===== src/rtl/sd_video_pkg.sv =====
`default_nettype none
// ---------------------------------------------------------------------------
// sd_video_pkg : SD-SDI 525-line constants, bar table and XYZ word helper
// Revision: 1.0
// ---------------------------------------------------------------------------
package sd_video_pkg;

  localparam logic [9:0] TRS_ONE  = 10'h3FF;
  localparam logic [9:0] TRS_ZERO = 10'h000;
  localparam logic [9:0] BLANK_Y  = 10'h040;
  localparam logic [9:0] BLANK_C  = 10'h200;

  localparam logic [10:0] BLANK_START  = 11'd4;
  localparam logic [10:0] SAV_START    = 11'd272;
  localparam logic [10:0] ACTIVE_START = 11'd276;
  localparam logic [10:0] BAR_WIDTH    = 11'd180;

  // F is set outside lines 4..265, V on lines 1..19 and 264..282
  localparam logic [9:0] F0_LAST  = 10'd3;
  localparam logic [9:0] F1_FIRST = 10'd266;
  localparam logic [9:0] V0_LAST  = 10'd19;
  localparam logic [9:0] V1_FIRST = 10'd264;
  localparam logic [9:0] V1_LAST  = 10'd282;

  typedef struct packed {
    logic [9:0] y;
    logic [9:0] cb;
    logic [9:0] cr;
  } bar_t;

  localparam logic [2:0] BAR_BLACK = 3'd7;

  localparam bar_t BARS [8] = '{
    '{10'h2D0, 10'h200, 10'h200},
    '{10'h288, 10'h0B0, 10'h238},
    '{10'h20C, 10'h270, 10'h0B0},
    '{10'h1C0, 10'h120, 10'h0E8},
    '{10'h150, 10'h2E0, 10'h318},
    '{10'h104, 10'h190, 10'h350},
    '{10'h08C, 10'h350, 10'h1C8},
    '{10'h040, 10'h200, 10'h200}
  };

  function automatic logic [9:0] xyz(input logic f, input logic v, input logic h);
    return {1'b1, f, v, h, v ^ h, f ^ h, f ^ v, f ^ v ^ h, 2'b00};
  endfunction

endpackage
`default_nettype wire


===== src/rtl/sd_ce_divider.sv =====
`default_nettype none
// ---------------------------------------------------------------------------
// sd_ce_divider : divides clk_400_000 down to one word strobe per CE_DIV clocks
// Revision: 1.0
// ---------------------------------------------------------------------------
module sd_ce_divider #(
  parameter int CE_DIV = 15
) (
  input  logic clk_400_000,
  input  logic RESET,
  input  logic locked,
  output logic strobe
);

  localparam int DW = $clog2(CE_DIV);
  localparam logic [DW-1:0] DIV_LAST = DW'(CE_DIV - 1);

  logic [DW-1:0] div;

  always_ff @(posedge clk_400_000 or posedge RESET) begin
    if (RESET) begin
      div <= '0;
    end else if (!locked) begin
      div <= '0;
    end else if (div == DIV_LAST) begin
      div <= '0;
    end else begin
      div <= div + 1'b1;
    end
  end

  assign strobe = locked && (div == DIV_LAST);

endmodule
`default_nettype wire


===== src/rtl/sd_colorbar_gen.sv =====
`default_nettype none
// ---------------------------------------------------------------------------
// sd_colorbar_gen : 525-line SD-SDI 4:2:2 word source (TRS, blanking, 75% bars)
// Revision: 1.0
// ---------------------------------------------------------------------------
module sd_colorbar_gen
  import sd_video_pkg::*;
#(
  parameter int CE_DIV          = 15,
  parameter int WORDS_PER_LINE  = 1716,
  parameter int LINES_PER_FRAME = 525
) (
  input  logic       clk_400_000,
  input  logic       RESET,
  input  logic       locked,
  input  logic       pattern_en,
  output logic [9:0] data_out,
  output logic [2:0] ce_out,
  output logic [9:0] line_num,
  output logic       field,
  output logic       in_active,
  output logic       frame_start
);

  localparam logic [10:0] WLAST = 11'(WORDS_PER_LINE - 1);
  localparam logic [9:0]  LLAST = 10'(LINES_PER_FRAME);

  logic        strobe;
  // wcnt/line_cnt address the word that the next strobe will load
  logic [10:0] wcnt;
  logic [9:0]  line_cnt;

  logic        f_bit;
  logic        v_bit;
  logic        active;
  logic [10:0] a;
  logic [2:0]  bar;
  bar_t        bv;
  logic [9:0]  word;

  sd_ce_divider #(
    .CE_DIV(CE_DIV)
  ) u_div (
    .clk_400_000(clk_400_000),
    .RESET      (RESET),
    .locked     (locked),
    .strobe     (strobe)
  );

  always_comb begin
    f_bit  = (line_cnt <= F0_LAST) || (line_cnt >= F1_FIRST);
    v_bit  = (line_cnt <= V0_LAST) || ((line_cnt >= V1_FIRST) && (line_cnt <= V1_LAST));
    active = !v_bit && (wcnt >= ACTIVE_START);
    a      = wcnt - ACTIVE_START;
    bar    = 3'd0;
    for (int i = 1; i < 8; i++) begin
      if (a >= BAR_WIDTH * 11'(i)) bar = 3'(i);
    end
    bv   = pattern_en ? BARS[bar] : BARS[BAR_BLACK];
    word = wcnt[0] ? BLANK_Y : BLANK_C;
    if (wcnt < BLANK_START || (wcnt >= SAV_START && wcnt < ACTIVE_START)) begin
      case (wcnt[1:0])
        2'd0:    word = TRS_ONE;
        2'd3:    word = xyz(f_bit, v_bit, wcnt < BLANK_START);
        default: word = TRS_ZERO;
      endcase
    end else if (active) begin
      case (a[1:0])
        2'd0:    word = bv.cb;
        2'd2:    word = bv.cr;
        default: word = bv.y;
      endcase
    end
  end

  always_ff @(posedge clk_400_000 or posedge RESET) begin
    if (RESET) begin
      data_out    <= BLANK_Y;
      ce_out      <= 3'b000;
      line_num    <= 10'd1;
      field       <= 1'b1;
      in_active   <= 1'b0;
      frame_start <= 1'b0;
      wcnt        <= '0;
      line_cnt    <= 10'd1;
    end else if (!locked) begin
      data_out    <= BLANK_Y;
      ce_out      <= 3'b000;
      line_num    <= 10'd1;
      field       <= 1'b1;
      in_active   <= 1'b0;
      frame_start <= 1'b0;
      wcnt        <= '0;
      line_cnt    <= 10'd1;
    end else if (strobe) begin
      data_out    <= word;
      ce_out      <= 3'b111;
      line_num    <= line_cnt;
      field       <= f_bit;
      in_active   <= active;
      frame_start <= (line_cnt == 10'd1) && (wcnt == 11'd0);
      if (wcnt == WLAST) begin
        wcnt     <= '0;
        line_cnt <= (line_cnt == LLAST) ? 10'd1 : line_cnt + 1'b1;
      end else begin
        wcnt <= wcnt + 1'b1;
      end
    end else begin
      ce_out      <= 3'b000;
      frame_start <= 1'b0;
    end
  end

endmodule
`default_nettype wire


===== config.mk =====
export PLATFORM = sky130hd
export DESIGN_NAME = sd_colorbar_gen
export DESIGN_NICKNAME = d
export VERILOG_FILES = /design/src/rtl/sd_video_pkg.sv /design/src/rtl/sd_ce_divider.sv /design/src/rtl/sd_colorbar_gen.sv
export SDC_FILE = /design/constraint.sdc
export NUM_CORES = 1
export LEC_CHECK = 0
export ABC_AREA = 1
export ABC_CLOCK_PERIOD_IN_PS = 2850
export CAP_MARGIN = 30
export CORE_ASPECT_RATIO = 1.75
export CORE_MARGIN = 2
export CORE_UTILIZATION = 53
export DETAILED_ROUTE_END_ITERATION = 6
export PLACE_DENSITY = 0.77
export SYNTH_ARGS = -nofsm -noshare
export SYNTH_HDL_FRONTEND = slang
export SYNTH_SLANG_ARGS = --single-unit
export TNS_END_PERCENT = 1

===== constraint.sdc =====
create_clock -name clk_400_000 -period 2.85 [get_ports clk_400_000]
set_input_delay 0.57 -clock clk_400_000 [delete_from_list [all_inputs] [get_ports clk_400_000]]
set_output_delay 0.57 -clock clk_400_000 [all_outputs]
set_load 0.1 [all_outputs]

# After elaboration in Yosys (flattened, before gate mapping)
# Memory sizes are Yosys's and may differ from the RTL's.
# Index checks and enable logic that the tools add are counted.
[classes]
addsub = 4
multipliers = 0
div_mod_pow = 0
order_cmp = 17
n_eq_ne = 8
shift = 0
mux = 36
bitwise_logic = 5
reduce_logical = 13
[ops]
columns = ["cell", "count"]
rows = [
  ["$mux 10", 11],
  ["$mux 30", 3],
  ["$pmux 10 s2", 2],
  ["$ge 11x10->1 const B", 3],
  ["$ge 11x9->1 const B", 3],
  ["$mux 11", 3],
  ["$mux 3", 8],
  ["$ge 11x11->1 const B", 2],
  ["$ge 10x9->1 const B", 2],
  ["$add 11x1->11 const B", 1],
  ["$eq 11x11->1 const B", 1],
  ["$ge 11x8->1 const B", 1],
  ["$logic_not 11->1", 1],
  ["$lt 11x3->1 const B", 1],
  ["$lt 11x9->1 const B", 1],
  ["$sub 11x9->11 const B", 1],
  ["$add 10x1->10 const B", 1],
  ["$eq 10x1->1 const B", 1],
  ["$eq 10x10->1 const B", 1],
  ["$le 10x2->1 const B", 1],
  ["$le 10x5->1 const B", 1],
  ["$le 10x9->1 const B", 1],
  ["$mux 4", 2],
  ["$mux 1", 7],
  ["other kinds (12)", 24],
]
[word_totals]
reg_bits = 51
latch_bits = 0
ram_bits = 0
mem_bits_ro = 240
in_bits = 4
output_inout_bits = 26
wordCells = 93
n_memories = 1
[mem_list]
columns = ["name", "depth", "word_bits", "read_ports", "rd_clocked_by_memory_dff", "write_ports", "line", "rtl"]
rows = [
  ["(no name shown)", 8, 30, 1, 0, 0, "sd_colorbar_gen.sv:59", "bv = pattern_en ? BARS[bar] : BARS[BAR_BLACK];"],
]

# Longest topological paths before layout
# Gate-level depths: netlist of the first run.
[depth]
word_depth = 19
ltp_mapped = 28
ltp_nobuf = 28

# Modules after synthesis
# A second synthesis of the first run with hierarchy kept.
[hier_totals]
hier_cells = 497
hier_area_um2 = 3463.3
[modules_own_cells]
columns = ["module", "instances", "cells_per_inst", "area_per_inst_um2", "seq_area_each_um2"]
rows = [
  ["sd_colorbar_gen", 1, 475, 3263.1, 1106.1],
  ["sd_ce_divider", 1, 22, 200.2, 100.1],
]

# Worst setup path after synthesis of the first run
# Ideal clock, no wire load.
[synth_timing]
path_kind = "reg2reg"
startpoint = "reg wcnt[2]"
endpoint = "reg data_out[4]"
arrival_ps = 2787
t_required_ps = 2730
slack_ps = -56
path_stages_with_launch = 26
path_buffers = 0
synth_period_minus_slack_ps = 2906
cell_sequence = "dfrtp_1 inv_2 ha_1 inv_1 nand2_2 nand3_1 nand2_2 nand3_2 nand2_4 nand2_4 nor2_4 nand2_2 nand2_2 nand2_1 nand2_1 nand2_1 nand2_2 inv_1 ha_1 inv_1 nor2_1 nor4_1 o31ai_1 nand2_1 nand2_1 nand2_1"
[synth_between]
elab_chain_len = 19
elab_cells_between_ends = 34
cone_classes = "add/sub (1); order compare (11); mux (16); bitwise (2); reduce/logical (3); memory (1)"
[synth_rtl]
columns = ["element", "line", "rtl"]
rows = [
  ["from (decl)", "sd_colorbar_gen.sv:30", "logic [10:0] wcnt;"],
  ["from (signal assigned)", "sd_colorbar_gen.sv:106", "wcnt <= wcnt + 1'b1;"],
  ["$sub 11x9->11", "sd_colorbar_gen.sv:54", "a = wcnt - ACTIVE_START;"],
  ["$ge 11x8->1", "sd_colorbar_gen.sv:57", "if (a >= BAR_WIDTH * 11'(i)) bar = 3'(i);"],
  ["$mux 1", "sd_colorbar_gen.sv:57", ""],
  ["$mux 3 (6 in a row)", "sd_colorbar_gen.sv:57", ""],
  ["$not 3->4 (implied by the code)", "sd_colorbar_gen.sv:59", ""],
  ["$mem_v2 8x30", "--", ""],
  ["$mux 30 (implied by the code) (2 in a row)", "sd_colorbar_gen.sv:59", ""],
  ["$mux 30", "sd_colorbar_gen.sv:59", ""],
  ["$pmux 10 s2", "sd_colorbar_gen.sv:68", "case (a[1:0])"],
  ["$mux 10", "sd_colorbar_gen.sv:67", "end else if (active) begin"],
  ["$mux 10 (*)", "sd_colorbar_gen.sv:61", "if (wcnt < BLANK_START || (wcnt >= SAV_START && wcnt < ACTIVE_START)) begin"],
  ["$mux 10 (*)", "sd_colorbar_gen.sv:95", "end else if (strobe) begin"],
  ["$mux 10 (*)", "sd_colorbar_gen.sv:86", "end else if (!locked) begin"],
  ["to (signal assigned)", "sd_colorbar_gen.sv:96", "data_out <= word;"],
  ["to (decl)", "sd_colorbar_gen.sv:17", "output logic [9:0] data_out,"],
]
# Every way passes the cells marked *; elsewhere a longest branch is shown, timed or not. The select of a mux whose other input is x is not followed.
# A chain may end at the register's enable or synchronous reset.

# Worst setup path after layout of the first run
[layout_timing]
startpoint = "reg wcnt[2]"
endpoint = "reg data_out[7]"
# Same word-level chain as after synthesis.

==> flow_summary.toml, run 1 <==
[run_status]
outcome = "complete, but fails checks"
violations = "setup timing"

[sta]
worstMarginPinSlew_ns = 0.811
hold_ws_ns = 0.486
tns_ns = -0.0704
setup_slack_ns = -0.0370
slew_viol_final = 0
fmax_mhz = 346
fin_crit_ns = 2.89
fin_skew_ns = 0.00811
fin_crit_sh = 1.01
rsz0062_at_grt = "yes"
hold_viol_final = 0
setup_viol = 2
relSlewSlack = 0.458

[global_route]
antenna_found_initial = 0
grtUsageTotal = 0.267
grt_remaining_overflow = 0
grt_max_degree = 40
grt_pass1_vias = 3420
grt_pass1_wl_mm = 15.3

[synthesis]
mappedNetlistNets = 496
netlist_area_um2 = 3460
yosys_register_bits = 48
synth_cell_types = 44
syn-instance-count = 473
avgSynthCellArea_um2 = 7.32
ys_seq_area_frac = 0.349
yosysWarnings = 0

[place]
numPlacedInstances = 590
place.gp.congestion = 0.936
dp_hpwl_mm = 7.00
portBuffers = 29
pre_cts_slack_ns = -0.00911
place_area_um2 = 3870

[critical_path]
worst_ep_arrival_time_ns = 3.06
end_kind = "register"
cp_data_required_time_ns = 3.02
worstSetupStartpointType = "register"
path_class = "reg -> reg"
cp_max_fo = 4
r2r_cells = 19
r2r_slack_ns = -0.04

[cts]
htreeDepth = 2
cts_tree = "done"
clk_path_buf_depth = 2
cts_sinks = 48
worst_skew_pair.late_latency_ns = 0.29
clkTransAtPathRegs_ns = 0.07
clockRootBuffer = "clkbuf_16"
numCtsBuffers = 5
hold_buffers = 0

[pwr]
p_leak_nw = 2.11
finalPower_mw = 1.41
ir_drop_v = 0.000464
p_per_area_nw_per_um2 = 330

[final_layout]
fin_area_um2 = 4260
area_growth_pct = 23.1
nNetsFinal = 545
diodes = 0
drive_gt1_frac = 0.275
layout.cells.non_filler = 605
finish.utilization = 0.662

[route]
drt_iter0_drc = 228
post_drt_via_cell_ratio = 5.64
routedWlPerCell_um = 15.5
route.detailed.drc = 0
drt-total-wl_mm = 9.39
vias = 3411
drt_pass1_iterations = 5
ant_nets = 0

[worst_hold_path]
hold_path_class = "reg -> reg"
min_path_cells = 1

[floorplanning]
rows = 39
die-height_um = 111
coreArea_um2 = 6440
pin_count = 30
start_util = 0.537
dieArea_um2 = 7220
die_w_um = 65.1

[run]
max_cap_violations = 0
==> report_power, final <==
part	internal, mW	leakage (nW)	switching, mW
registers	0.696	0.648	0.0153
clock network	0.323	0.0736	0.255
logic	0.0377	1.38	0.0793
==> critical path, cell delays in order, from the launching register on <==
cell and delay (ns):
dfrtp_2 0.38, inv_4 0.04, ha_4 0.26, inv_1 0.07
a22oi_1 0.28, nor2_1 0.09, nor2_1 0.17, nand4_1 0.11
nand2_1 0.12, nand2_4 0.07, nand2_2 0.05, nand2_2 0.05
nand2_2 0.08, nand2_4 0.06, buf_6 0.14, ha_1 0.19
o211ai_1 0.18, a21oi_1 0.10, o211ai_1 0.25, nand2_1 0.08
==> flip-flops by register name (all words and copies together) (netlist names) <==
signal and count:
line_num 10, ce_out 1, data_out 9, wcnt 11, u_div.div 4, line_cnt 10
in_active 1, frame_start 1, field 1
==> synthesized netlist by cell type (all sizes together) <==
library cell  count  area (um2)
nor3             22         110
dfrtp            44        1100
o21ai            35         175
xnor2             2        17.5
nand3b            1        7.51
inv              58         218
clkinv            3        16.3
nor4              3        18.8
dfstp             4         105
a211oi            1        7.51
ha               19         238
nand4             9        62.6
a31oi             4        31.3
o22ai             3        18.8
clkbuf            6        22.5
or2               1        6.26
a22o              2        17.5
o2111ai           1        8.76
a22oi             2        15.0
nor3b             2        15.0
a21oi            26         134
xor2              3        26.3
nand2           120         553
buf               5        37.5
dlymetal6s2s      1        12.5
o311ai            1        8.76
o32ai             2        17.5
nand3            29         165
o31ai             3        22.5
o211ai            4        35.0
nor2             56         228
o221ai            1        8.76
==> cells in the final DEF, fill, tap and decap left out, types with 4 or more instances in the layout <==
| cell | instances |
|---|---|
| nand2_1 | 89 |
| buf_4 | 49 |
| nor2_1 | 46 |
| dfrtp_1 | 41 |
| inv_1 | 40 |
| o21ai_0 | 30 |
| a21oi_1 | 24 |
| nand3_1 | 22 |
| nor3_1 | 22 |
| ha_1 | 16 |
| inv_2 | 15 |
| nand2_2 | 15 |
| nand2_4 | 15 |
| nand4_1 | 8 |
| o21ai_1 | 5 |
| nor2_4 | 5 |
| nor2_2 | 5 |
| clkbuf_16 | 5 |
| nand3_2 | 4 |
| dfstp_2 | 4 |
==> cell type report <==
type | instances | area, um2
clock buffer | 5 | 125
tap | 82 | 103
inverter | 61 | 241
multi-input combinational | 352 | 2140
clock inverter | 3 | 18.8
sequential | 48 | 1210
timing repair buffer | 54 | 420
fill | 573 | 2180
==> cell families after synthesis <==
kind of cell | Yosys count | share of synthesized area
XOR/XNOR | 5 | 0.0127
adder cells (fa/ha/maj) | 19 | 0.0687
AND/OR/NAND/NOR | 243 | 0.337
AO/OA/AOI/OAI | 85 | 0.145
buffers and inverters | 73 | 0.0886
flip-flops | 48 | 0.349
==> layer usage <==
layer | global-route usage | part of all wire | vias up
li1 | - | - | 1665
met1 | 0.292 | 0.36 | 1597
met2 | 0.488 | 0.56 | 117
met3 | 0.0345 | 0.032 | 32
met4 | 0.135 | 0.046 | 0
met5 | 0 | 0 | -
==> timing repair <==
| action | in CTS | in global routing |
|---|---|---|
| gates resized for setup | 4 | 44 |
| endpoints found under the setup margin | 1 | 8 |
| pin swaps | 6 | 19 |
| setup buffers | 2 | 5 |
==> worst paths after layout <==
path,startpoint,end
setup / recovery,wcnt[2],data_out[7]
hold / removal,u_div.div[0],u_div.div[0]
setup reg to reg,wcnt[2],data_out[7]
hold reg to reg,u_div.div[0],u_div.div[0]
max in group asynchronous,RESET,data_out[8]
min in group asynchronous,RESET,line_cnt[9]
No activity file was read; power rests on OpenSTA's default activity.
==> run 2, diff against run 1 <==
- SKIP_CTS_REPAIR_TIMING: unset -> 1
==> run 2 against run 1 <==
  * Sequential power about the same
  * Clock skew up 0.0021 ns
  * Sequential cell count stayed put
  * The run now ends clean
  * Via count decreased by 0.76%
  * Cell count decreased by 0.33%
  * Largest power group unchanged
  * Maximum frequency grew 1.5%
  * Count of clock-buffer cells in the layout unchanged
  * Critical path depth grew 8
  * Cell area down 1.4%
  * Wire length fell by 1.2%
  * Largest cell class unchanged
  * Clock power hardly changed
==> flow_summary.toml, run 2 (synthesized netlist as in run 1, its figures left out) <==
[final_layout]
final_common_cell = "nand2_1"
area_growth_pct = 21.5
diodes = 0
layout.cells.non_filler = 603
layout_common_cells = "nand2_1 (90), nor2_1 (46), buf_4 (46)"
largest_registers = "wcnt: 11 flops, line_cnt: 10 flops, line_num: 10 flops"
drive_gt1_frac = 0.271
multi_input_area_um2 = 2100
nNetsFinal = 543
finish.utilization = 0.653
fin_area_um2 = 4200
largest_reg_flops = 11
regArea_um2 = 1210
regMostFlops = "wcnt"
fillers = 587

[critical_path]
path_class = "reg -> reg"
cp_max_fo = 7
end_kind = "register"
cp_data_required_time_ns = 3.04
cpMostUsedCell = "nand2_2"
worstSetupStartpointType = "register"
timing.critical_path.depth = 27
cp_top_family = "simple AND/OR/NAND/NOR gates"
cp_num_buf_inv = 4
r2r_cells = 27
critPathSlowestCell = "dfrtp_1"
slowest_delay_ns = 0.39
worst_ep_arrival_time_ns = 3.04

[place]
place_area_um2 = 3870
portBuffers = 29
pre_cts_slack_ns = -0.00911
dp_hpwl_mm = 7.00
place.gp.congestion = 0.936
numPlacedInstances = 590

[route]
route.detailed.drc = 0
drt-total-wl_mm = 9.28
ant_nets = 0
drt_pass1_iterations = 4
post_drt_via_cell_ratio = 5.61
drt_iter0_drc = 256
vias = 3385
routedWlPerCell_um = 15.4

[floorplanning]
coreArea_um2 = 6440
dieArea_um2 = 7220
die-height_um = 111
rows = 39
die_w_um = 65.1
pin_count = 30
start_util = 0.537

[global_route]
antenna_found_initial = 0
grtUsageTotal = 0.267
grt_max_degree = 40
grt_pass1_vias = 3384
grt_remaining_overflow = 0
grt_pass1_wl_mm = 15.3

[sta]
slew_viol_final = 0
fin_skew_ns = 0.0102
fmax_mhz = 351
hold_ws_ns = 0.488
fin_crit_sh = 0.998
tns_ns = 0
setup_viol = 0
worstMarginPinSlew_ns = 0.816
hold_viol_final = 0
setup_slack_ns = 0.00475
relSlewSlack = 0.455
fin_crit_ns = 2.85
rsz0062_at_grt = "yes"

[cts]
clk_path_buf_depth = 2
htreeDepth = 2
clockRootBuffer = "clkbuf_16"
clkTransAtPathRegs_ns = 0.07
worst_skew_pair.late_latency_ns = 0.30
numCtsBuffers = 5
cts_sinks = 48
cts_tree = "done"

[pwr]
finalPower_mw = 1.41
p_per_area_nw_per_um2 = 335
p_leak_nw = 2.07
ir_drop_v = 0.000463

[run_status]
outcome = "completed"

[worst_hold_path]
hold_path_class = "reg -> reg"
min_path_cells = 1

[run]
max_cap_violations = 0
## run 2: cell types whose count changed in the layout (fill, tap and decap cells not counted), sizes merged
cell	previous run	this run
buf	51	49
## run 2: worst paths after layout
path	from	to	slack, ns
max in group asynchronous	RESET	ce_out[1]	1.46
min in group asynchronous	RESET	line_cnt[9]	0.76
worst min register to register	u_div.div[0]	u_div.div[0]	0.49
worst max register to register	wcnt[3]	data_out[4]	0.005
worst max-delay path	wcnt[3]	data_out[4]	0.005
worst min-delay path	u_div.div[0]	u_div.div[0]	0.49
## run 2: area by class of cell
type,count,share of cell area
clock buffer,5,0.0298
clock inverter,3,0.00446
inverter,61,0.0574
multi-input combinational,352,0.499
sequential,48,0.288
tap,82,0.0244
timing repair buffer,52,0.0973
## run 2: power by group
group | switching [mW] | internal (mW) | leakage [nW]
Clock | 0.258 | 0.324 | 0.0736
Sequential | 0.0155 | 0.696 | 0.648
Combinational | 0.0790 | 0.0379 | 1.35
## run 2: routing by layer
metal	global-route usage	wire length [um]	up-vias
met1	0.295	3440	1607
met3	0.0325	255	33
met4	0.124	378	0
met2	0.491	5200	85
met5	0	0	-
li1	-	-	1660
